## config.mk

```make
export PLATFORM = sky130hd
export DESIGN_NAME = serial_adder
export DESIGN_NICKNAME = d
export VERILOG_FILES = /design/src/rtl/serial_adder.sv
export SDC_FILE = /design/constraint.sdc
export NUM_CORES = 1
export LEC_CHECK = 0
export BUFFER_PORTS_ARGS = -buffer_cell sky130_fd_sc_hd__buf_2
export CORE_UTILIZATION = 53
export DETAILED_ROUTE_END_ITERATION = 16
export PLACE_DENSITY_LB_ADDON = 0.05
export SYNTH_ARGS = -nofsm -noshare
export SYNTH_HDL_FRONTEND = slang
export SYNTH_SLANG_ARGS = --single-unit
export TNS_END_PERCENT = 20
```

## constraint.sdc

```tcl
create_clock -name clk -period 3.1 [get_ports clk]
set_input_delay 0.62 -clock clk [delete_from_list [all_inputs] [get_ports clk]]
set_output_delay 0.62 -clock clk [all_outputs]
set_load 0.005 [all_outputs]
```

## src/rtl/serial_adder.sv

```systemverilog
// Bit-serial adder: one full-adder cell and a carry flop, one bit per clock, LSB first.
// Optional subtract mode (sub_in port) is enabled by defining SERIAL_ADDER_SUB_EN.
module serial_adder #(
  parameter int WIDTH = 8
) (
  input  logic             clk,
  input  logic             rst,
  input  logic             start,
  input  logic [WIDTH-1:0] a_in,
  input  logic [WIDTH-1:0] b_in,
  input  logic             c_in,
`ifdef SERIAL_ADDER_SUB_EN
  input  logic             sub_in,
`endif
  output logic             busy,
  output logic             done,
  output logic [WIDTH-1:0] sum,
  output logic             carry,
  output logic             overflow
);

  localparam int CW = $clog2(WIDTH) + 1;
  localparam logic [CW-1:0] LAST = CW'(WIDTH - 1);

  typedef enum logic [1:0] {IDLE, RUN, DONE} state_e;

  state_e           state_q, state_d;
  logic [WIDTH-1:0] aSh_q, aSh_d;
  logic [WIDTH-1:0] bSh_q, bSh_d;
  logic [WIDTH-1:0] resSh_q, resSh_d;
  logic [WIDTH-1:0] sum_q, sum_d;
  logic [CW-1:0]    cnt_q, cnt_d;
  logic             cy_q, cy_d;
  logic             carry_q, carry_d;
  logic             ovf_q, ovf_d;

  logic             bitSum, bitCarry, load;
  logic [WIDTH-1:0] bLoad;
  logic             cyLoad;

  // Subtraction is a + ~b + 1, so only the loaded B operand and initial carry change.
`ifdef SERIAL_ADDER_SUB_EN
  assign bLoad  = sub_in ? ~b_in : b_in;
  assign cyLoad = sub_in ? 1'b1 : c_in;
`else
  assign bLoad  = b_in;
  assign cyLoad = c_in;
`endif

  assign bitSum   = aSh_q[0] ^ bSh_q[0] ^ cy_q;
  assign bitCarry = (aSh_q[0] & bSh_q[0]) | (cy_q & (aSh_q[0] ^ bSh_q[0]));

  always_comb begin
    state_d = state_q;
    aSh_d   = aSh_q;
    bSh_d   = bSh_q;
    resSh_d = resSh_q;
    sum_d   = sum_q;
    cnt_d   = cnt_q;
    cy_d    = cy_q;
    carry_d = carry_q;
    ovf_d   = ovf_q;
    load    = 1'b0;

    case (state_q)
      IDLE: begin
        if (start) begin
          load    = 1'b1;
          state_d = RUN;
        end
      end
      RUN: begin
        aSh_d   = aSh_q >> 1;
        bSh_d   = bSh_q >> 1;
        resSh_d = {bitSum, resSh_q[WIDTH-1:1]};
        cy_d    = bitCarry;
        cnt_d   = cnt_q + CW'(1);
        // On the MSB cycle cy_q is the carry into bit WIDTH-1, giving overflow directly.
        if (cnt_q == LAST) begin
          state_d = DONE;
          sum_d   = {bitSum, resSh_q[WIDTH-1:1]};
          carry_d = bitCarry;
          ovf_d   = cy_q ^ bitCarry;
        end
      end
      DONE: begin
        if (start) begin
          load    = 1'b1;
          state_d = RUN;
        end else begin
          state_d = IDLE;
        end
      end
      default: state_d = IDLE;
    endcase

    if (load) begin
      aSh_d   = a_in;
      bSh_d   = bLoad;
      cy_d    = cyLoad;
      cnt_d   = '0;
      resSh_d = '0;
    end
  end

  always_ff @(posedge clk or posedge rst) begin
    if (rst) begin
      state_q <= IDLE;
      aSh_q   <= '0;
      bSh_q   <= '0;
      resSh_q <= '0;
      sum_q   <= '0;
      cnt_q   <= '0;
      cy_q    <= 1'b0;
      carry_q <= 1'b0;
      ovf_q   <= 1'b0;
    end else begin
      state_q <= state_d;
      aSh_q   <= aSh_d;
      bSh_q   <= bSh_d;
      resSh_q <= resSh_d;
      sum_q   <= sum_d;
      cnt_q   <= cnt_d;
      cy_q    <= cy_d;
      carry_q <= carry_d;
      ovf_q   <= ovf_d;
    end
  end

  assign busy     = (state_q == RUN);
  assign done     = (state_q == DONE);
  assign sum      = sum_q;
  assign carry    = carry_q;
  assign overflow = ovf_q;

endmodule

```

==> flow_summary.yaml <==
run_status:
  status: "completed"
synthesis:
  yosys_warnings: 0
  synthCells: 119
  synthAdderAreaFrac: 0.0195
  ys_seq_area_frac: 0.601
  async_reset_ff_frac: 1.00
  synth_area_um2: 1670
  muxShareOfSynthArea: 0.0863
  synth-simple-area-share: 0.0495
  syn-num-nets: 141
  synth_top_family_by_area: "compound AO/OA/AOI/OAI gates"
  synth_xor_area_frac: 0.0105
  synth_seq_cells: 40
  synth_top_area_frac: 0.601
  synth.area.top_cells: "dfrtp_1 60%, a22o_1 13%, mux2_1 6.8%, a21o_1 6.3%, buf_4 1.4%"
  yosysUniqueCellTypes: 24
  syn_area_per_cell_um2: 14.0
  synth_compound_area_frac: 0.195
  synth_flop_cell: "dfrtp_1"
  synth-edff-count: 0
  synth_area_leader_cell: "dfrtp_1"
floorplanning:
  coreArea_um2: 2880
  io_pins: 32
  die-height_um: 58.1
  die-area_um2: 3370
  die_w_um: 58.1
  start_util: 0.579
  rows: 19
grt:
  grt_pass1_vias: 1094
  grt-ovfl-total: 0
  grt_pass1_wl_um: 5040
  grt_max_degree: 41
  grt_usage: 0.203
  antenna_found_initial: 0
clock_network:
  htreeDepth: 2
  ctsResizeCount: 0
  cts_hold_buf: 0
  post_cts_buffers: 0
  cts_tree: "done"
  cts_made_buffers: 5
  clockRootBuffer: "clkbuf_4"
  cts_buffer_depth: 2
  clock-sinks: 40
  clk_latency_ns: 0.35
  path_clk_slew_ns: 0.12
timing:
  tightest_slew_ns: 0.869
  slew_violations: 0
  min_period_ns: 2.08
  period_share: 0.671
  worst_slack_ns: 1.02
  fmaxAchievable_mhz: 481
  final.setup.tns_ns: 0
  hold_violations: 0
  setup_viol: 0
  finClkSkew_ns: 0.0172
  maxSlewHeadroom: 0.418
  rsz0062_at_grt: "false"
layout:
  layout_commonest_cell: "dfrtp_1"
  nFillCells: 216
  register_area_um2: 1000
  antennaDiodeCount: 0
  area_growth_pct: 14.8
  most-common-layout-cells: "40 x dfrtp_1, 31 x buf_2, 24 x a22o_1"
  nets: 174
  drive_gt1_frac: 0.288
  multi_input_area_um2: 602
place:
  place_congestion: 0.761
  place_ws_ns: 1.22
  portBuffers: 31
  hpwl_um: 1880
routing:
  drt_first_pass_iters: 4
  vias_per_cell: 5.43
  antenna_left: 0
  routed_wl_um: 2870
  drtIter0Drc: 32
  drc: 0
  avgRoutedWirePerCell_um: 14.7
  num_vias: 1059
power:
  p_total_w: 0.00191
  p_leak_nw: 1.05
  ir_drop_uv: 505
  power_density_nw_per_um2: 1000
setup_path:
  worst_setup_path_start_kind: "flip-flop"
  required_ns: 2.48
  crit_fanout: 28
  worstPathArrival_ns: 1.46
  critPathKind: "flip-flop to output port"
  cp-end-kind: "output port"
flow_run:
  drv_cap: 0
min_path:
  hp-class: "input pin to async pin"
-- state kept, by name, summed over array words and instances, names as in the netlist --
name      flops
sum           8
aSh_q         8
cy_q          1
carry         1
overflow      1
resSh_q       7
bSh_q         8
state_q       2
cnt_q         4
-- critical path: stages (launching register included) --
cell	delay, ns
dfrtp_1	0.41
and2b_1	0.21
buf_4	0.31
buf_2	0.18
-- synth_stat cells, types with 2 or more instances --
cell type,count
buf_4,3
dfrtp_1,40
nor2b_1,2
buf_2,3
xor2_1,2
nand2_1,4
a21o_1,14
buf_6,2
mux2_1,10
mux2i_1,2
a22o_1,24
-- power breakdown --
part / switching, W / total [W] / internal [W]
registers: 0.000145 / 0.000889 / 0.000744
logic: 0.000327 / 0.000695 / 0.000368
clock network: 0.000162 / 0.000331 / 0.000169
total: 0.000634 / 0.00191 / 0.00128
-- cell type report --
cell class / count / area share
repair buffers: 34 / 0.0929
flip-flops and latches: 40 / 0.523
well taps: 42 / 0.0275
inverters: 1 / 0.00196
clock buffers: 6 / 0.0216
clock inverters: 2 / 0.0183
multi-input cells: 70 / 0.315
-- path summary, 6_finish.rpt --
| kind | start | endpoint | slack [ns] | cells past startpoint |
|---|---|---|---|---|
| setup / recovery | state_q[1] | busy | 1.02 | 3 |
| hold / removal | rst | state_q[1] | 0.37 | 3 |
| setup reg to reg | cnt_q[0] | overflow | 1.21 | 4 |
| hold reg to reg | bSh_q[5] | bSh_q[5] | 0.49 | 1 |
| max in group asynchronous | rst | sum[2] | 2.38 | 3 |
| min in group clk | bSh_q[5] | bSh_q[5] | 0.49 | 1 |
-- logic make-up after synthesis --
| family | after synthesis |
|---|---|
| AND/OR/NAND/NOR | 13 |
| adder cells (fa/ha/maj) | 2 |
| buffers and inverters | 9 |
| flip-flops | 40 |
| XOR/XNOR | 2 |
| AO/OA/AOI/OAI | 40 |
| multiplexers | 13 |
-- metal layers --
metal / wire length, um / global-route usage / share of wire / vias to the layer above
li1: - / - / - / 505
met1: 1370 / 0.278 / 0.48 / 527
met2: 1340 / 0.305 / 0.47 / 20
met3: 115 / 0.0759 / 0.040 / 7
met4: 43 / 0.0612 / 0.015 / 0
met5: 0 / 0 / 0 / -
-- through the flow --
| stage | instance area (um2) | util | instances | hold slack, ns |
|---|---|---|---|---|
| 2_1_floorplan | 1670 | - | 119 | 0.449 |
| 3_3_place_gp | 1840 | 0.639 | 187 | 0.459 |
| 3_5_place_dp | 1840 | 0.639 | 187 | 0.467 |
| 4_1_cts | 1910 | 0.665 | 195 | 0.382 |
| 5_1_grt | 1910 | 0.665 | 195 | 0.399 |
| 6_report | 1910 | 0.665 | 195 | 0.372 |
(Power assumes the default switching activity.)
